[src/rtl/wyszukiwanie_pkg.sv]
// Shared types and defaults for the lowest-set-bit scanner.
package wyszukiwanie_pkg;

   localparam int unsigned BITS_DEF = 32;

   typedef enum logic [1:0] {
      IDLE = 2'd0,
      SCAN = 2'd1,
      DONE = 2'd2
   } state_e;

endpackage : wyszukiwanie_pkg

[src/rtl/wyszukiwanie_bitu.sv]
// Sequential lowest-set-bit finder: tests one operand bit per cycle, LSB first,
// then publishes the index, the operand with that bit cleared, and a zero flag.
module wyszukiwanie_bitu
   import wyszukiwanie_pkg::*;
#(
   parameter  int unsigned BITS  = BITS_DEF,
   localparam int unsigned IDX_W = $clog2(BITS)
) (
   input  logic             i_clk,
   input  logic             i_rst,
   input  logic             i_start,
   input  logic [BITS-1:0]  i_argA,
   output logic             o_busy,
   output logic             o_done,
   output logic [IDX_W-1:0] o_index,
   output logic [BITS-1:0]  o_result,
   output logic             o_error
);

   state_e             state_q, state_d;
   logic [BITS-1:0]    opnd_q, opnd_d;
   logic [IDX_W-1:0]   cnt_q, cnt_d;
   logic [IDX_W-1:0]   idx_pend_q, idx_pend_d;
   logic [BITS-1:0]    res_pend_q, res_pend_d;
   logic               err_pend_q, err_pend_d;
   logic               busy_q, busy_d;
   logic               done_q, done_d;
   logic [IDX_W-1:0]   index_q, index_d;
   logic [BITS-1:0]    result_q, result_d;
   logic               error_q, error_d;

   // Results are staged while in DONE and published together with o_done,
   // so visible outputs change only on the o_done cycle.
   always_comb begin
      state_d    = state_q;
      opnd_d     = opnd_q;
      cnt_d      = cnt_q;
      idx_pend_d = idx_pend_q;
      res_pend_d = res_pend_q;
      err_pend_d = err_pend_q;
      done_d     = 1'b0;
      index_d    = index_q;
      result_d   = result_q;
      error_d    = error_q;

      case (state_q)
         IDLE: begin
            if (i_start) begin
               opnd_d  = i_argA;
               cnt_d   = '0;
               state_d = SCAN;
            end
         end
         SCAN: begin
            if (opnd_q[cnt_q]) begin
               idx_pend_d = cnt_q;
               res_pend_d = opnd_q & ~(BITS'(1) << cnt_q);
               err_pend_d = 1'b0;
               state_d    = DONE;
            end else if (cnt_q == IDX_W'(BITS - 1)) begin
               idx_pend_d = '0;
               res_pend_d = '0;
               err_pend_d = 1'b1;
               state_d    = DONE;
            end else begin
               cnt_d = cnt_q + IDX_W'(1);
            end
         end
         DONE: begin
            done_d   = 1'b1;
            index_d  = idx_pend_q;
            result_d = res_pend_q;
            error_d  = err_pend_q;
            state_d  = IDLE;
         end
         default: state_d = IDLE;
      endcase

      busy_d = (state_d != IDLE);
   end

   always_ff @(posedge i_clk) begin
      if (i_rst) begin
         state_q    <= IDLE;
         opnd_q     <= '0;
         cnt_q      <= '0;
         idx_pend_q <= '0;
         res_pend_q <= '0;
         err_pend_q <= 1'b0;
         busy_q     <= 1'b0;
         done_q     <= 1'b0;
         index_q    <= '0;
         result_q   <= '0;
         error_q    <= 1'b0;
      end else begin
         state_q    <= state_d;
         opnd_q     <= opnd_d;
         cnt_q      <= cnt_d;
         idx_pend_q <= idx_pend_d;
         res_pend_q <= res_pend_d;
         err_pend_q <= err_pend_d;
         busy_q     <= busy_d;
         done_q     <= done_d;
         index_q    <= index_d;
         result_q   <= result_d;
         error_q    <= error_d;
      end
   end

   assign o_busy   = busy_q;
   assign o_done   = done_q;
   assign o_index  = index_q;
   assign o_result = result_q;
   assign o_error  = error_q;

endmodule : wyszukiwanie_bitu

[config.mk]
export PLATFORM = sky130hd
export DESIGN_NAME = wyszukiwanie_bitu
export DESIGN_NICKNAME = d
export VERILOG_FILES = /design/src/rtl/wyszukiwanie_pkg.sv /design/src/rtl/wyszukiwanie_bitu.sv
export SDC_FILE = /design/constraint.sdc
export NUM_CORES = 1
export LEC_CHECK = 0
export BUFFER_PORTS_ARGS = -buffer_cell sky130_fd_sc_hd__clkbuf_2
export CELL_PAD_IN_SITES_DETAIL_PLACEMENT = 0
export CELL_PAD_IN_SITES_GLOBAL_PLACEMENT = 1
export CORE_MARGIN = 3
export CORE_UTILIZATION = 40
export CTS_BUF_LIST = sky130_fd_sc_hd__clkbuf_4 sky130_fd_sc_hd__clkbuf_8
export DETAILED_ROUTE_END_ITERATION = 8
export GPL_ROUTABILITY_DRIVEN = 1
export PLACE_DENSITY = 0.79
export SKIP_LAST_GASP = 1
export SYNTH_ARGS = -nofsm -noshare
export SYNTH_HDL_FRONTEND = slang
export SYNTH_SLANG_ARGS = --single-unit
[constraint.sdc]
create_clock -name i_clk -period 2.02 [get_ports i_clk]
set_input_delay 0.202 -clock i_clk [delete_from_list [all_inputs] [get_ports i_clk]]
set_output_delay 0.202 -clock i_clk [all_outputs]
set_load 0.1 [all_outputs]
==> run summary, run 1 <==
Fin cells: 910
Buffers on Ports: 74
Mapped Cells: 605
Clock-pin slew on the worst setup and hold paths: 0.07 ns
Most used cell, CP: buf_4
RD Place Congestion: 0.813
Starting density of the core: 41.4%
Skew final: 0.00894 ns
Worst path required time: 2.33 ns
Uppermost layer routed: met4
# nets final: 773
Chip width: 118 um
Placed cells: 844
P&R area growth vs syn: 29.5%
Fin Setup TNS: -0.407 ns
Commonest cells after routing, fill and taps aside: nand2_1, dfxtp_1, a21oi_1, clkbuf_2, mux2i_1
Clk sinks: 117
Routed vias: 4306
Routed wire length: 12600 um
Num CTS Buffers: 17
Antenna Nets Post-Route: 0
Number of library cell types mapped by synthesis: 38
Pre-CTS WS: -0.0563 ns
Yosys warnings: 0
Drt pass-1 iters: 4
WL met2: 5310 um
Largest net degree at the start of global routing: 116
Period utilisation layout: 102%
FF-to-FF path depth: 10
Mean Syn Cell Area: 8.28 um2
Num rows: 40
Setup ws final: -0.0342 ns
Layout cell share with drive strength beyond 1: 22.8%
Violated checks: setup timing
HP Start: i_rst
Initial antenna violation count: 0
Worst path slowest cell: dfxtp_4
Post-route minimum period: 2.05 ns
Yosys reg bits: 117
Worst-margin pin slew: 0.682 ns
RSZ-0062 raised after global routing: yes
DR iter-0 viols: 199
Number of global-route vias before repair: 4244
Die ar.: 13900 um2
Skew-Pair Late Insertion Delay: 0.43 ns
Worst reg2reg endpoint: cnt_q[0]
Setup CP Type: reg -> reg
Core Area: 12100 um2
DRC viols: 0
Pwr Density: 755 nW/um2
Clock Path Buffers: 2
Status: finished with violations
Hold-critical path depth: 3
Tightest Hold Check Type: in -> reg
R2r setup slk: -0.03 ns
H-tree depth: 4
WHS Endpoint: cnt_q[1]
Root Driver: clkbuf_8
Placed Area: 5740 um2
Sequential area share after synthesis: 46.7%
MaxCap Viol Count: 0
Syn Nets: 647
Worst Path Arrival: 2.36 ns
Fin util: 53.6%
Pins over their slew limit: 0
Gr ovfl total: 0
Most common cell after layout, fill and taps aside: nand2_1
R2r startpoint: cnt_q[1]
Cell area after synthesis: 5010 um2
Static leakage: 0.00268 uW
Worst path cell trace: buf_12 -> buf_4 -> mux2i_1 -> a22oi_1 -> a21boi_2 -> nor4_4 -> buf_4 -> buf_4 -> o32a_1 -> o21ai_1
Critical path endpoint category: register
Via/cell ratio: 4.73
First-pass GRT wire length: 21100 um
DRT met1 WL: 6540 um
Slew headroom: 54.6%
Peak supply drop: 0.340 mV
Finish-stage setup viols: 29
Final instance area: 6490 um2
WL/cell: 13.9 um
CP max stage delay: 0.36 ns
Routed met3 length: 524 um
I/O pin cnt: 75
Final hold violations: 0
Die height: 118 um
DP HPWL: 8990 um
CP Max Fanout: 9
Startpoint Class: register
Gr usage total: 18.8%
Max Fclk: 487 MHz
CTS tree: yes
Inserted Diodes: 0
==> stage by stage <==
stage | power [uW] | hold slack, ns
finish | 4900 | 0.263
global route | 5140 | 0.246
CTS | 4930 | 0.231
detailed placement | 3080 | 0.431
global placement | 3080 | 0.427
floorplan | 2860 | 0.338
==> what timing repair did <==
item / CTS / global route
gates cloned: 0 / 1
pin swaps: 0 / 4
endpoints found under the hold margin: 32 / 0
buffers inserted: 3 / 1
gates resized for setup: 2 / 15
setup endpoints to repair: 42 / 42
hold buffers: 32 / 0
==> logic make-up after synthesis <==
kind of cell / after synthesis / share of synthesized area (%)
and+or+nand+nor: 265 / 23.6
AOI/OAI and AO/OA: 119 / 13.2
DFF: 117 / 46.7
muxes: 52 / 10.4
buffers and inverters: 45 / 4.34
adders and majority gates: 7 / 1.75
==> critical path: cells and delay by family, from the launching register on <==
family / cells / cell delay (ns)
AOI/OAI and AO/OA: 4 / 0.57
muxes: 1 / 0.12
and+or+nand+nor: 1 / 0.29
buffers and inverters: 4 / 0.59
DFF: 1 / 0.36
==> area by class of cell <==
type	count	area, um2
tap	168	210
sequential	117	2350
inverter	4	15.0
clock buffer	20	269
multi-input combinational	443	2520
timing repair buffer	148	1070
clock inverter	10	60.1
fill	1192	5620
==> cells in the mapped netlist (all sizes together) <==
cell type	n	area (um2)
nor3b	1	7.51
o32a	1	10.0
o21ai	23	115
clkbuf	32	120
a22oi	8	65.1
dfxtp	117	2340
o211ai	1	7.51
and2	1	6.26
a21oi	76	384
nor2	8	30.0
or3b	2	17.5
mux2i	52	521
and3	1	6.26
or4	1	7.51
nor4	2	27.5
o2bb2ai	3	26.3
nand3b	11	82.6
or3	1	6.26
inv	4	15.0
nor2b	27	169
o21bai	1	7.51
a21boi	3	22.5
nand3	3	15.0
nand2b	11	68.8
or2	1	6.26
a211oi	2	15.0
a31oi	1	6.26
nand2	195	734
buf	9	82.6
ha	7	87.6
==> how the worst max path moves through the flow <==
stage,endpoint,slack (ns),from,cells past startpoint
floorplan,res_pend_q[17],0.0002,cnt_q[1],10
global placement,cnt_q[1],-0.11,cnt_q[0],7
detailed placement,idx_pend_q[4],-0.06,cnt_q[0],6
CTS,res_pend_q[6],-0.02,cnt_q[1],8
global route,res_pend_q[6],-0.11,cnt_q[1],8
finish,cnt_q[0],-0.03,cnt_q[1],10
==> flip-flops by register name, summed over array words and instances (netlist names) <==
name and count:
cnt_q 5, err_pend_q 1, idx_pend_q 5, o_busy 1, o_done 1, o_error 1, o_index 5, o_result 32
opnd_q 32, res_pend_q 32, state_q 2
==> report_power, final <==
group	internal, uW	leakage, uW	switching (uW)
Combinational	307	0.00156	382
Clock	894	0.000165	889
Sequential	2380	0.000949	53.2
==> routing by layer <==
metal,vias up,global-route usage [%]
li1,2277,-
met1,1918,26.7
met2,90,27.5
met3,21,4.81
met4,0,7.03
met5,-,0
No activity file was read; power rests on OpenSTA's default activity.
==> run 2, diff against run 1 <==
Settings changed: CELL_PAD_IN_SITES_DETAIL_PLACEMENT 0 to unset, CELL_PAD_IN_SITES_GLOBAL_PLACEMENT 1 to unset, CORE_UTILIZATION 40 to 53, PLACE_DENSITY 0.79 to 0.78.
==> run 2 against run 1 <==
  * The run still ends with setup timing left
  * Maximum frequency is 1.0% higher
  * Clock-buffer cell count shrank 2
  * Power is 5.6% higher
  * Combinational power down 11%
  * Clock power grew 19%
  * Critical endpoint is now idx_pend_q[4]
  * Highest routed layer unchanged
==> run summary, run 2 (same netlist as run 1, synthesis figures left out) <==
Buffers on Ports: 74 (unchanged)
Starting density of the core: 56.1% (+15 points)
Setup CP Type: reg -> reg
MaxCap Viol Count: 0 (unchanged)
# nets final: 747 (-3.4%)
Most common cell after layout, fill and taps aside: nand2_1
Layout cell share with drive strength beyond 1: 19.9% (-2.9 points)
DRC viols: 0 (unchanged)
Worst reg2reg endpoint: idx_pend_q[4]
Worst path slowest cell: or3b_2
Root Driver: clkbuf_8
Peak supply drop: 0.524 mV (+54%)
Tightest Hold Check Type: in -> reg
Antenna Nets Post-Route: 0 (unchanged)
Violated checks: setup timing
Fin Setup TNS: -0.0165 ns (+0.391 ns)
WL/cell: 14.8 um (+6.5%)
R2r startpoint: cnt_q[1]
CP max stage delay: 0.43 ns (+0.07 ns)
Pins over their slew limit: 0 (unchanged)
H-tree depth: 4 (unchanged)
R2r setup slk: -0.01 ns (+0.02 ns)
Post-route minimum period: 2.03 ns (-0.0206 ns)
Num rows: 34 (-15%)
Static leakage: 0.00258 uW (-3.8%)
Crit path from: cnt_q[1]
FF-to-FF path depth: 8 (-2)
Placed cells: 760 (-10%)
Num CTS Buffers: 17 (unchanged)
Clock Power Share: 40.9% (+4.5 points)
Clk sinks: 117 (unchanged)
Power Total: 5180 uW (+5.6%)
Number of global-route vias before repair: 4131 (-2.7%)
Chip width: 103 um (-12%)
DR iter-0 viols: 208 (+4.5%)
Setup ws final: -0.0136 ns (+0.0206 ns)
Die height: 103 um (-12%)
CTS tree: yes
Max Fclk: 492 MHz (+1.0%)
Critical path endpoint category: register
Slew headroom: 54.4% (-0.11 points)
Combinational share of power: 11.8% (-2.2 points)
Routed vias: 4404 (+2.3%)
Worst path cell trace: clkbuf_16 -> mux2i_1 -> a22oi_1 -> a21boi_1 -> nor4_4 -> buf_4 -> or3b_2 -> a31oi_1
Drt pass-1 iters: 5 (+1)
Fin Hold WS: 0.0181 ns (-0.245 ns)
Worst path bufs/invs: 2 (-2)
Finish-stage setup viols: 2 (-93%)
Stages on worst setup path: 8 (-2)
Worst path required time: 2.36 ns (+0.03 ns)
Core Area: 8930 um2 (-26%)
Worst Path Arrival: 2.38 ns (+0.02 ns)
Initial antenna violation count: 0 (unchanged)
Startpoint Class: register
I/O pin cnt: 75 (unchanged)
RSZ-0062 raised after global routing: yes
Inserted Diodes: 0 (unchanged)
Via/cell ratio: 5.33 (+13%)
Gr ovfl total: 0 (unchanged)
Clock Path Buffers: 2 (unchanged)
DP HPWL: 8130 um (-9.6%)
Status: finished with violations
Die ar.: 10700 um2 (-23%)
First-pass GRT wire length: 19700 um (-6.7%)
Skew-Pair Late Insertion Delay: 0.43 ns (about the same)
Fin cells: 826 (-9.2%)
Top delay family on crit path: compound AO/OA/AOI/OAI gates
Switching Fraction: 27.1% (+0.055 points)
Routed wire length: 12200 um (-3.3%)
Pwr Density: 827 nW/um2 (+9.6%)
Gr usage total: 23.6% (+4.8 points)
Final hold violations: 0 (unchanged)
RD Place Congestion: 0.891 (+9.7%)
P&R area growth vs syn: 24.9%
Sequential share of power: 47.3% (-2.3 points)
Largest net degree at the start of global routing: 116 (unchanged)
Commonest cells after routing, fill and taps aside: nand2_1, dfxtp_1, a21oi_1
Switch Pwr: 1400 uW (+5.8%)
Skew final: 0.00753 ns (-0.00141 ns)
Worst-margin pin slew: 0.683 ns (+0.00170 ns)
Clock-pin slew on the worst setup and hold paths: 0.07 ns (about the same)
Period utilisation layout: 101% (-1.0 points)
Internal: 3780 uW (+5.5%)
Setup crit end: idx_pend_q[4]
CP Max Fanout: 10 (+1)
-- run 2: cell count changes in the layout (fill, tap and decap cells not counted), moves of 2 or more --
cell,previous run,this run
buf_4,37,13
clkinv_4,0,5
clkinv_2,6,3
clkinvlp_4,4,1
inv_6,0,3
bufinv_16,0,2
dfxtp_2,1,3
dlygate4sd3_1,32,30
nor2_1,5,7
nor2_2,3,1
-- run 2: metal layers --
layer  routed length [um]  share of wire, %  track usage, %  vias up
met4                  208               1.7            7.67        0
li1                     -                 -               -     2214
met5                    0                 0               0        -
met1                 5650                46            32.5     2018
met3                  664               5.4            5.63       23
met2                 5680                47            36.6      149
-- run 2: layout make-up --
cell class | instances | area [um2]
multi-input cells | 443 | 2490
repair buffers | 122 | 873
clock buffers | 18 | 248
inverters | 4 | 15.0
fillers | 701 | 2680
flip-flops and latches | 117 | 2350
well taps | 108 | 135
clock inverters | 14 | 153
-- run 2: repair_timing --
item | in CTS | in global routing
cloned | 0 | 1
gates resized for setup | 2 | 8
setup buffers | 1 | 2
pin swaps | 1 | 3
hold buffers | 30 | 0
setup endpoints to repair | 37 | 43
hold endpoints to repair | 30 | 0
-- run 2: worst register-to-register path, stage by stage, from the launching register on --
cell and delay, ns:
dfxtp_2 0.38, clkbuf_16 0.18, mux2i_1 0.19, a22oi_1 0.08, a21boi_1 0.27, nor4_4 0.09, buf_4 0.15, or3b_2 0.43
a31oi_1 0.18
-- run 2: metrics by stage --
stage          setup slack [ns]  cell area (um2)  utilization [%]
2_1_floorplan          0.000246             5010                -
3_3_place_gp             0.0453             5480             61.4
3_5_place_dp            -0.0177             5480             61.4
4_1_cts                 -0.0114             6190             69.3
5_1_grt                  -0.115             6260             70.1
6_report                -0.0136             6260             70.1
-- run 2: worst min path at each step --
stage	start	cells after the start	to	slack, ns
3_3_place_gp	i_argA[8]	3	opnd_q[8]	0.43
5_1_grt	i_argA[7]	3	opnd_q[7]	0.03
6_report	i_argA[20]	3	opnd_q[20]	0.02
4_1_cts	i_argA[20]	3	opnd_q[20]	0.002
2_1_floorplan	i_argA[0]	2	opnd_q[0]	0.34
3_5_place_dp	i_argA[12]	3	opnd_q[12]	0.43
-- run 2: power groups by stage --
stage               registers, uW  clock network (uW)  logic (uW)
floorplan                    2490                   0         370
global placement             2490                   0         503
detailed placement           2500                   0         521
CTS                          2450                2140         575
global route                 2460                2250         668
finish                       2450                2120         610
==> run 3, diff against run 2 <==
Settings changed: CORE_UTILIZATION 53 to 30, PLACE_DENSITY 0.78 to 0.49.
==> run 3 against run 2 <==
  * The run now ends clean
  * Register-to-register slack better by 0.02 ns
  * Flip-flop and latch count unchanged
  * Die area up 72%
  * Worst hold slack better by 0.13 ns
==> run summary, run 3 (same netlist as run 1, synthesis figures left out) <==
DP HPWL: 9550 um (+18%)
Startpoint Class: register
RD Place Congestion: 0.867 (-2.7%)
Num rows: 46 (+35%)
Clock Path Buffers: 2 (unchanged)
CP Max Fanout: 10 (unchanged)
Fin Hold WS: 0.150 ns (+0.131 ns)
CTS tree: yes
Setup ws final: 0.00400 ns (+0.0176 ns)
Die height: 135 um (+31%)
DRC viols: 0 (unchanged)
Root Driver: clkbuf_8
Sequential share of power: 46.3% (-1.0 points)
Internal: 3800 uW (+0.63%)
H-tree depth: 4 (unchanged)
Antenna Nets Post-Route: 0 (unchanged)
Via/cell ratio: 4.62 (-13%)
WL/cell: 14.6 um (-1.2%)
Power Total: 5270 uW (+1.8%)
Clock-pin slew on the worst setup and hold paths: 0.07 ns (about the same)
First-pass GRT wire length: 21600 um (+9.6%)
Num CTS Buffers: 17 (unchanged)
Layout cell share with drive strength beyond 1: 20.8% (+0.88 points)
Worst-margin pin slew: 0.706 ns (+0.0226 ns)
Clk sinks: 117 (unchanged)
Pre-CTS WS: -0.00520 ns (+0.0125 ns)
Static leakage: 0.00265 uW (+2.9%)
Setup CP Type: reg -> reg
Finish-stage setup viols: 0 (-2)
Switch Pwr: 1470 uW (+5.1%)
Largest net degree at the start of global routing: 85 (-27%)
Final hold violations: 0 (unchanged)
Routed vias: 4371 (-0.75%)
Drt pass-1 iters: 5 (unchanged)
I/O pin cnt: 75 (unchanged)
Max Fclk: 496 MHz (+0.87%)
FF-to-FF path depth: 8 (unchanged)
P&R area growth vs syn: 30.3%
Number of global-route vias before repair: 4253 (+3.0%)
Die ar.: 18300 um2 (+72%)
Skew final: 0.0123 ns (+0.00481 ns)
Gr ovfl total: 0 (unchanged)
Combinational share of power: 12.5% (+0.7 points)
Pwr Density: 808 nW/um2 (-2.4%)
Peak supply drop: 0.421 mV (-20%)
Clock Power Share: 41.2% (+0.3 points)
Initial antenna violation count: 0 (unchanged)
Skew-Pair Late Insertion Delay: 0.45 ns (+0.02 ns)
Status: completed
Uppermost layer routed: met4
Switching Fraction: 27.9% (+0.87 points)
Gr usage total: 15.0% (-8.6 points)
MaxCap Viol Count: 0 (unchanged)
Worst path required time: 2.39 ns (+0.03 ns)
Routed wire length: 13800 um (+13%)
WL met2: 5930 um (+4.4%)
DRT met1 WL: 7080 um (+25%)
Period utilisation layout: 99.8% (-0.87 points)
Routed met3 length: 600 um (-9.6%)
Core Area: 16100 um2 (+80%)
Worst Path Arrival: 2.38 ns (about the same)
# nets final: 760 (+1.7%)
Commonest cells after routing, fill and taps aside: nand2_1, dfxtp_1, a21oi_1, clkbuf_2, mux2i_1
Slew headroom: 52.9% (-1.5 points)
Chip width: 135 um (+31%)
Critical path endpoint category: register
Buffers on Ports: 74 (unchanged)
Tightest Hold Check Type: in -> reg
Hold-critical path depth: 2 (-1)
Starting density of the core: 31.1% (-25 points)
Most common cell after layout, fill and taps aside: nand2_1
RSZ-0062 raised after global routing: yes
DR iter-0 viols: 260 (+25%)
Pins over their slew limit: 0 (unchanged)
Inserted Diodes: 0 (unchanged)
Post-route minimum period: 2.02 ns (-0.0176 ns)
[run 3: cell count changes in the layout (fill, tap and decap cells not counted), moves of 2 or more]
cell           delta
clkinvlp_4        +4
dlygate4sd3_1     +2
clkbuf_16         +2
buf_4             +9
clkinv_4          -3
[run 3: path summary, 6_finish.rpt]
check	slack [ns]	end	start
hold reg to reg	0.45	o_result[26]	o_result[26]
hold / removal	0.15	o_done	i_rst
setup reg to reg	0.004	cnt_q[3]	cnt_q[1]
setup / recovery	0.004	cnt_q[3]	cnt_q[1]
[run 3: cell type report]
cell class              count  area, um2
multi-input cells         443       2480
clock buffers              18        248
flip-flops and latches    117       2340
fillers                  1714       9590
well taps                 216        270
clock inverters            14        151
repair buffers            135       1020
inverters                   4       15.0
[run 3: through the flow]
| stage | cell area (um2) | instances | utilization (%) | TNS [ns] |
|---|---|---|---|---|
| after floorplan | 5010 | 605 | - | 0 |
| after global placement | 5690 | 878 | 35.3 | 0 |
| after detailed placement | 5690 | 878 | 35.3 | -0.00520 |
| after CTS | 6420 | 942 | 39.8 | 0 |
| after global routing | 6530 | 947 | 40.5 | -1.80 |
| final | 6530 | 947 | 40.5 | 0 |
[run 3: per-layer routing]
layer  track usage (%)  vias to the layer above
met3              4.05                       16
met2              22.1                       95
met5                 0                        -
li1                  -                     2247
met4              5.04                        0
met1              21.1                     2013
[run 3: power by group through the flow]
stage / sequential, uW / clock (uW) / combinational, uW
finish: 2440 / 2170 / 661
global route: 2450 / 2320 / 728
CTS: 2440 / 2220 / 622
detailed placement: 2490 / 0 / 571
global placement: 2490 / 0 / 560
floorplan: 2490 / 0 / 370
[run 3: critical path, cell delays in order, from the launching register on]
cell and delay, ns:
dfxtp_2 0.35, clkbuf_16 0.17, ha_1 0.21, and3_1 0.19, ha_1 0.26, nor2_2 0.19
nor2_1 0.11, or3_1 0.36, o211ai_1 0.10
[run 3: repair_timing]
action | 4_1_cts | 5_1_grt
setup buffers | 0 | 1
cloned | 0 | 4
hold buffers | 32 | 0
pin swaps | 0 | 3
endpoints found under the setup margin | 11 | 42
resized for setup | 1 | 7
endpoints found under the hold margin | 32 | 0
